==> config.mk <==
export PLATFORM = sky130hd
export DESIGN_NAME = cmd_arbiter
export DESIGN_NICKNAME = d
export VERILOG_FILES = /design/src/rtl/cmd_arbiter.sv
export SDC_FILE = /design/constraint.sdc
export NUM_CORES = 1
export LEC_CHECK = 0
export ABC_AREA = 1
export BUFFER_PORTS_ARGS = -buffer_cell sky130_fd_sc_hd__clkbuf_2
export CELL_PAD_IN_SITES_DETAIL_PLACEMENT = 0
export CELL_PAD_IN_SITES_GLOBAL_PLACEMENT = 1
export CORE_AREA = 2 2 70 72
export CTS_CLUSTER_DIAMETER = 200
export CTS_CLUSTER_SIZE = 24
export DETAILED_ROUTE_END_ITERATION = 7
export DIE_AREA = 0 0 72 74
export PLACE_DENSITY_LB_ADDON = 0.15
export SLEW_MARGIN = 20
export SYNTH_ARGS = -nofsm -noshare
export SYNTH_HDL_FRONTEND = slang
export SYNTH_SLANG_ARGS = --single-unit
==> constraint.sdc <==
create_clock -name clk -period 1.6 [get_ports clk]
set_clock_uncertainty 0.15 [all_clocks]
set_input_delay 0.32 -clock clk [delete_from_list [all_inputs] [get_ports clk]]
set_output_delay 0.32 -clock clk [all_outputs]
set_load 0.005 [all_outputs]
==> src/rtl/cmd_arbiter.sv <==
// -----------------------------------------------------------------------------
// cmd_arbiter
//
// Shares the single cmd_proc command port between the UART host path and the
// tour-replay command generator. One command is granted at a time: it is
// latched, presented to cmd_proc with cmd_rdy, and the arbiter keeps ownership
// until cmd_proc reports completion with send_resp. The completion pulse is
// routed back only to the requester that owned the command.
//
// UART has fixed priority, but after MAX_CONSEC back-to-back UART grants made
// while the tour path was also waiting, the next grant goes to tour.
//
// Optional feature macro: CMD_ARB_TIMEOUT_EN
//   defined   : a TIMEOUT_W-bit watchdog aborts a command that stays in
//               ISSUE/WAIT too long and sets the sticky timeout_err flag.
//   undefined : no watchdog, timeout_err is tied low, WAIT holds forever.
//
// Parameters
//   MAX_CONSEC    UART grants allowed in a row while tour is waiting
//   TIMEOUT_W     watchdog width (only present with CMD_ARB_TIMEOUT_EN)
//
// Ports
//   clk, rst        system clock, synchronous active-high reset
//   cmd_uart        16-bit UART command, valid while cmd_rdy_uart is high
//   cmd_rdy_uart    UART request level, held until clr_uart
//   clr_uart        1-cycle pulse: UART command accepted
//   cmd_tour        16-bit tour command, valid while cmd_rdy_tour is high
//   cmd_rdy_tour    tour request level, held until clr_tour
//   clr_tour        1-cycle pulse: tour command accepted
//   cmd             latched command to cmd_proc
//   cmd_rdy         command valid to cmd_proc
//   clr_cmd_rdy     cmd_proc has consumed cmd
//   send_resp       cmd_proc has finished executing cmd
//   resp_vld_uart   1-cycle completion pulse to the UART path
//   resp_vld_tour   1-cycle completion pulse to the tour path
//   owner           0 = UART, 1 = tour; meaningful while busy
//   busy            high while a command is outstanding (ISSUE or WAIT)
//   timeout_err     sticky watchdog flag
// -----------------------------------------------------------------------------
module cmd_arbiter #(
  parameter int MAX_CONSEC = 3
`ifdef CMD_ARB_TIMEOUT_EN
  ,
  parameter int TIMEOUT_W  = 24
`endif
) (
  input  logic        clk,
  input  logic        rst,
  input  logic [15:0] cmd_uart,
  input  logic        cmd_rdy_uart,
  output logic        clr_uart,
  input  logic [15:0] cmd_tour,
  input  logic        cmd_rdy_tour,
  output logic        clr_tour,
  output logic [15:0] cmd,
  output logic        cmd_rdy,
  input  logic        clr_cmd_rdy,
  input  logic        send_resp,
  output logic        resp_vld_uart,
  output logic        resp_vld_tour,
  output logic        owner,
  output logic        busy,
  output logic        timeout_err
);

  localparam int CW = (MAX_CONSEC < 1) ? 1 : $clog2(MAX_CONSEC + 1);
  localparam logic [CW-1:0] CONSEC_MAX = CW'(MAX_CONSEC);

  typedef enum logic [1:0] {
    IDLE  = 2'd0,
    ISSUE = 2'd1,
    WAIT  = 2'd2
  } state_t;

  state_t        state;
  state_t        state_nxt;
  logic [CW-1:0] consec;
  logic [CW-1:0] consec_nxt;
  logic [15:0]   cmd_nxt;
  logic          cmd_rdy_nxt;
  logic          owner_nxt;
  logic          clr_uart_nxt;
  logic          clr_tour_nxt;
  logic          resp_uart_nxt;
  logic          resp_tour_nxt;
  logic          busy_nxt;
  logic          grant_tour;

`ifdef CMD_ARB_TIMEOUT_EN
  localparam logic [TIMEOUT_W-1:0] WD_LAST = {{(TIMEOUT_W-1){1'b1}}, 1'b0};

  logic [TIMEOUT_W-1:0] wd;
  logic [TIMEOUT_W-1:0] wd_nxt;
  logic                 timeout_nxt;
`endif

  // Tour wins when UART is idle, or when UART has already taken its allowed
  // streak of grants while tour was left waiting.
  assign grant_tour = cmd_rdy_tour && (!cmd_rdy_uart || (consec == CONSEC_MAX));

  // Next-state and next-output logic. Every output is produced here as a
  // "next" value and registered below, so the pulses and cmd_rdy all appear
  // the cycle after the condition that causes them. The watchdog, when built
  // in, sits after the normal transitions so it can override a stuck command
  // but never preempts a completion in the same cycle.
  always_comb begin
    state_nxt     = state;
    consec_nxt    = consec;
    cmd_nxt       = cmd;
    cmd_rdy_nxt   = cmd_rdy;
    owner_nxt     = owner;
    clr_uart_nxt  = 1'b0;
    clr_tour_nxt  = 1'b0;
    resp_uart_nxt = 1'b0;
    resp_tour_nxt = 1'b0;

    case (state)
      IDLE: begin
        if (cmd_rdy_uart || cmd_rdy_tour) begin
          state_nxt   = ISSUE;
          cmd_rdy_nxt = 1'b1;
          owner_nxt   = grant_tour;
          if (grant_tour) begin
            cmd_nxt      = cmd_tour;
            clr_tour_nxt = 1'b1;
            consec_nxt   = '0;
          end else begin
            cmd_nxt      = cmd_uart;
            clr_uart_nxt = 1'b1;
            if (!cmd_rdy_tour) begin
              consec_nxt = '0;
            end else if (consec != CONSEC_MAX) begin
              consec_nxt = consec + 1'b1;
            end
          end
        end
      end

      ISSUE: begin
        if (clr_cmd_rdy) begin
          cmd_rdy_nxt = 1'b0;
          if (send_resp) begin
            state_nxt     = IDLE;
            resp_uart_nxt = !owner;
            resp_tour_nxt = owner;
          end else begin
            state_nxt = WAIT;
          end
        end
      end

      WAIT: begin
        if (send_resp) begin
          state_nxt     = IDLE;
          resp_uart_nxt = !owner;
          resp_tour_nxt = owner;
        end
      end

      default: begin
        state_nxt   = IDLE;
        cmd_rdy_nxt = 1'b0;
      end
    endcase

`ifdef CMD_ARB_TIMEOUT_EN
    wd_nxt      = wd;
    timeout_nxt = timeout_err;
    if (state == IDLE) begin
      wd_nxt = '0;
    end else if (state_nxt != IDLE) begin
      if (wd == WD_LAST) begin
        state_nxt   = IDLE;
        cmd_rdy_nxt = 1'b0;
        timeout_nxt = 1'b1;
      end else begin
        wd_nxt = wd + 1'b1;
      end
    end
`endif

    busy_nxt = (state_nxt != IDLE);
  end

  // State and output registers. Reset abandons any command in flight without
  // emitting a clr or resp pulse.
  always_ff @(posedge clk) begin
    if (rst) begin
      state         <= IDLE;
      consec        <= '0;
      cmd           <= 16'h0000;
      cmd_rdy       <= 1'b0;
      owner         <= 1'b0;
      clr_uart      <= 1'b0;
      clr_tour      <= 1'b0;
      resp_vld_uart <= 1'b0;
      resp_vld_tour <= 1'b0;
      busy          <= 1'b0;
    end else begin
      state         <= state_nxt;
      consec        <= consec_nxt;
      cmd           <= cmd_nxt;
      cmd_rdy       <= cmd_rdy_nxt;
      owner         <= owner_nxt;
      clr_uart      <= clr_uart_nxt;
      clr_tour      <= clr_tour_nxt;
      resp_vld_uart <= resp_uart_nxt;
      resp_vld_tour <= resp_tour_nxt;
      busy          <= busy_nxt;
    end
  end

`ifdef CMD_ARB_TIMEOUT_EN
  // Watchdog counter and its sticky error flag; only reset clears the flag.
  always_ff @(posedge clk) begin
    if (rst) begin
      wd          <= '0;
      timeout_err <= 1'b0;
    end else begin
      wd          <= wd_nxt;
      timeout_err <= timeout_nxt;
    end
  end
`else
  assign timeout_err = 1'b0;
`endif

endmodule

=== Word-level counts from Yosys, hierarchy flattened ===
Cells that the tools add are included.

* Register bits after elaboration: 27
* Bits in latches: 0
* Bits in writable memories: 0
* Bits in read-only memories: 0
* Input port bits: 38
* Output and inout port bits: 24
* Word-level logic and storage cells: 52
* Memories kept: 0

* Add/sub/neg operators: 1
* Multiply operators: 0
* Div/mod/pow operators: 0
* $lt $le $gt $ge: 0
* Equal/unequal tests: 7
* Shift-type cells: 0
* Mux-type cells: 20
* Bitwise logic cells: 3
* Reductions and logical operators: 11

{| class="wikitable"
|+ Operators by type and width
! operator !! number
|-
| 16-bit two-way mux || 1
|-
| 2-bit two-way mux || 7
|-
| 1-bit two-way mux || 8
|-
| 2-bit != test (second input constant) || 3
|-
| 2-bit case mux with 3 select lines || 1
|-
| 3-bit AND reduction || 2
|-
| 2-bit equality test (second input constant) || 2
|-
| 1-bit case mux with 2 select lines || 2
|-
| 3-bit by 1-bit != test with 1-bit output (second input constant) || 1
|-
| 1-bit inverter || 3
|-
| 1-bit case mux with 3 select lines || 1
|-
| 3-bit OR reduction || 1
|-
| 2-bit by 1-bit adder with 2-bit output (second input constant) || 1
|-
| 2-bit by 1-bit equality test with 1-bit output (second input constant) || 1
|-
| 1-bit logical NOT || 2
|-
| 2-bit logical NOT || 1
|-
| 1-bit logical OR || 2
|-
| 2-bit AND reduction || 1
|-
| 2-bit nonzero test || 1
|-
| 1-bit logical AND || 1
|}

=== Depth between registers and ports, before layout ===
* Depth after elaboration: 5
* Gate-level depth with buffers: 8
* Gate-level depth less buffers: 7

=== Worst setup path after synthesis ===
No wires, ideal clock.

* Path type: flip-flop to flip-flop
* Start point: register state[1]
* End point: register cmd[10]
* Setup time: 0.117 ns
* Arrival: 1.184 ns
* Data required time: 1.333 ns
* Path slack: 0.149 ns
* Cell stages (with the launch flop): 9
* Period minus slack after synthesis: 1.451 ns
* Path through: dfxtp_1 -> inv_1 -> ha_1 -> inv_2 -> nor2_4 -> buf_6 -> nand2_1 -> nor2_1 -> nor2_1

* Word-level cells in the longest chain between the ends: 2

{| class="wikitable"
|+ RTL lines
! what !! RTL line !! text
|-
| from (decl) || 75 || <nowiki>state_t state;</nowiki>
|-
| from (signal assigned) || 200 || <nowiki>state <= state_nxt;</nowiki>
|-
| 2-bit logical NOT || 117 || <nowiki>case (state)</nowiki>
|-
| 2-bit AND reduction (no source line) || - ||
|-
| to (signal assigned) || 202 || <nowiki>cmd <= cmd_nxt;</nowiki>
|-
| to (decl) || 55 || <nowiki>output logic [15:0] cmd,</nowiki>
|}

No other way between the ends.
A chain may end at the register's enable or synchronous reset.

=== Final worst setup path ===
* Start point: register state[0]
* End point: register consec[1]

* Word-level cells in the longest chain between the ends: 2

{| class="wikitable"
|+ RTL lines
! what !! RTL line !! text
|-
| 2-bit logical NOT || 117 ||
|-
| 3-bit AND reduction (no source line) || - ||
|-
| to (signal assigned) || 201 || <nowiki>consec <= consec_nxt;</nowiki>
|-
| to (decl) || 77 || <nowiki>logic [CW-1:0] consec;</nowiki>
|}

No other way between the ends.

==> impl_metrics.toml <==
[place]
place.gp.congestion = 0.739
port_buffers = 60
hpwlAfterDp_um = 2750

[worst_setup_path]
cp.required_ns = 1.65
critical_path.max_stage_delay_ns = 0.32
crit_chain = "inv_1, ha_2, inv_2, nor2_4, buf_12, nand2_1, o21ai_0"
r2r_cells = 7
reg2reg_to = "consec[1]"
worstSetupStartpointType = "flip-flop"
path_max_fanout = 34
crit_arrival_ns = 1.54
slowest_stage = "dfxtp_1"
path_class = "reg -> reg"
rrSetupSlack_ns = 0.12
end_kind = "flip-flop"
worstReg2RegStart = "state[0]"

[synthesis]
synth_top_family_by_area = "simple AND/OR/NAND/NOR gates"
synth-simple-area-share = 0.291
synth_top_area_share = 0.380
synth_nets = 241
ys_seq_area_frac = 0.380
synth-xor-area-share = 0
synth.area.top_cells = "dfxtp_1 38%, nand3_1 9.5%, nor2_1 9.2%, nand2_1 7.9%, o21ai_0 7.0%"
synth.distinct_cells = 23
synth_compound_area_frac = 0.170
synth_area_mm2 = 0.00142
postSynthCellCount = 197
synth_top_area_cell = "dfxtp_1"
synth_seq_cells = 27
synth-adder-area-share = 0.0527
yosysWarnings = 0
avgSynthCellArea_um2 = 7.23
synth_mux_area_frac = 0

[run_status]
status = "complete, no violations"

[finish]
fin_nets = 302
final_common_cell = "clkbuf_2"
final_cell_mix = "60 x clkbuf_2, 35 x nor2_1, 30 x nand2_1"
drive_gt1_frac = 0.304
areaGrowthSynthToFinish_pct = 28.9
antenna_cells = 0

[timing]
finalSetupTns_ns = 0
finalHoldViolCount = 0
fin_crit_ns = 1.48
slew_violations = 0
setup-violations-final = 0
holdWs_ns = 0.0969
finalCritPeriodShare = 0.928
rsz0062_at_grt = "false"
max_freq_ghz = 0.674

[floorplanning]
initial_core_util = 0.310
die_h_um = 74
core_mm2 = 0.00460
io_pins = 62
die_w_um = 72
rows = 25
die-area_mm2 = 0.00533

[routing]
vias = 1417
drt-vias-per-instance = 4.56
drt-total-wl_um = 3510
dr.pass1.iters = 4
drt_iter0_drc = 79
ant_nets = 0
drc = 0
wl_per_cell_um = 11.3

[clock_tree]
cts_buffers = 3
cts_tree = "done"
insertion_delay_ns = 0.27
clockBufferDepth = 2
clk_pin_slew_ns = 0.10
ctsHoldBuffers = 0
ctsResizeCount = 0
cts_setup_buffers = 0
cts_root_buf = "clkbuf_8"
clock_sinks = 27
h-tree-depth = 1

[hold_path]
min_from = "rst"
worstHoldPathCells = 2
hold_path_class = "in -> reg"
worstHoldEndpoint = "resp_vld_uart"

[pwr]
ir_drop_uv = 399
power_frac_seq = 0.459
p_clk_frac = 0.223
total_power_mw = 1.79
switching_share = 0.324
combPwrFrac = 0.318
power.leakage_nw = 0.935
intPower_mw = 1.21
p_sw_mw = 0.579
p_per_area_mw_per_mm2 = 973

[global_routing]
grt_util_met3 = 0.0366
busiest_layer = "met2"
grt_pass1_wl_um = 5910
first_global_vias = 1352
grt_usage = 0.139
antenna_found_initial = 0
grt_overflow = 0
grt_util_met1 = 0.187
grtUsageMet2 = 0.223
grt_max_degree = 35

[flow_run]
cap_viol_max_count = 0
power by group through the flow:
stage	Clock [mW]	Combinational, mW	Sequential, mW
after floorplan	0	0.352	0.839
after global placement	0	0.576	0.839
after detailed placement	0	0.577	0.835
after CTS	0.415	0.578	0.821
after global routing	0.438	0.657	0.833
final	0.398	0.568	0.819
per-layer routing:
| metal | up-vias | share of wire | routed length [µm] |
|---|---|---|---|
| li1 | 764 | - | - |
| met5 | - | 0 | 0 |
| met1 | 616 | 0.50 | 1740 |
| met4 | 0 | 0.0063 | 22 |
| met2 | 35 | 0.43 | 1520 |
| met3 | 2 | 0.063 | 222 |
synth_stat cells:
cell type  number
nor4_1          1
nor3_1          1
nand2_1        30
ha_1            6
nor2_2          1
nor2_1         35
nand3_1        27
buf_6           5
o22ai_1         1
a21boi_0        9
buf_4           2
inv_2           1
buf_2           4
buf_1           1
a21oi_1         3
clkbuf_2        1
o21ai_0        20
nor2_4          1
inv_1          12
conb_1          1
dfxtp_1        27
nand2_2         1
a21boi_1        7
cells by family (layout without fill, tap and decap cells):
kind of cell | count (synthesis) | count (layout)
other | 1 | 1
adder cells (fa/ha/maj) | 6 | 6
AO/OA/AOI/OAI | 40 | 40
flip-flops | 27 | 27
AND/OR/NAND/NOR | 97 | 97
buffers and inverters | 26 | 86
worst max-delay path, delay by kind of cell (launching register included):
family,cells,cell delay [ns]
adder cells (fa/ha/maj),1,0.22
flip-flops,1,0.32
buffers and inverters,3,0.33
AND/OR/NAND/NOR,2,0.24
AO/OA/AOI/OAI,1,0.16
how the worst max path moves through the flow:
stage	startpoint	end	slack, ns
global route	state[0]	consec[1]	0.007
global placement	state[0]	consec[1]	0.12
CTS	state[0]	consec[1]	0.08
floorplan	state[1]	cmd[10]	0.15
detailed placement	state[0]	consec[1]	0.08
finish	state[0]	consec[1]	0.12
state kept, by name, summed over array words and instances (netlist names):
register / cells
cmd: 16
consec: 2
state: 2
busy: 1
clr_tour: 1
clr_uart: 1
cmd_rdy: 1
owner: 1
resp_vld_tour: 1
resp_vld_uart: 1
through the flow:
step,instances,setup slack [ns],instance area [µm²],util
global placement,307,0.123,1780,0.388
CTS,311,0.0805,1830,0.399
detailed placement,307,0.0779,1780,0.388
global route,311,0.00689,1840,0.399
floorplan,197,0.149,1420,-
finish,311,0.116,1840,0.399
layout make-up:
class,instances,area [µm²]
clock buffers,3,41.3
repair buffers,69,393
well taps,54,67.6
fillers,508,2760
flip-flops and latches,27,541
inverters,13,48.8
clock inverters,1,7.51
multi-input cells,144,737
(Power assumes the default switching activity.)
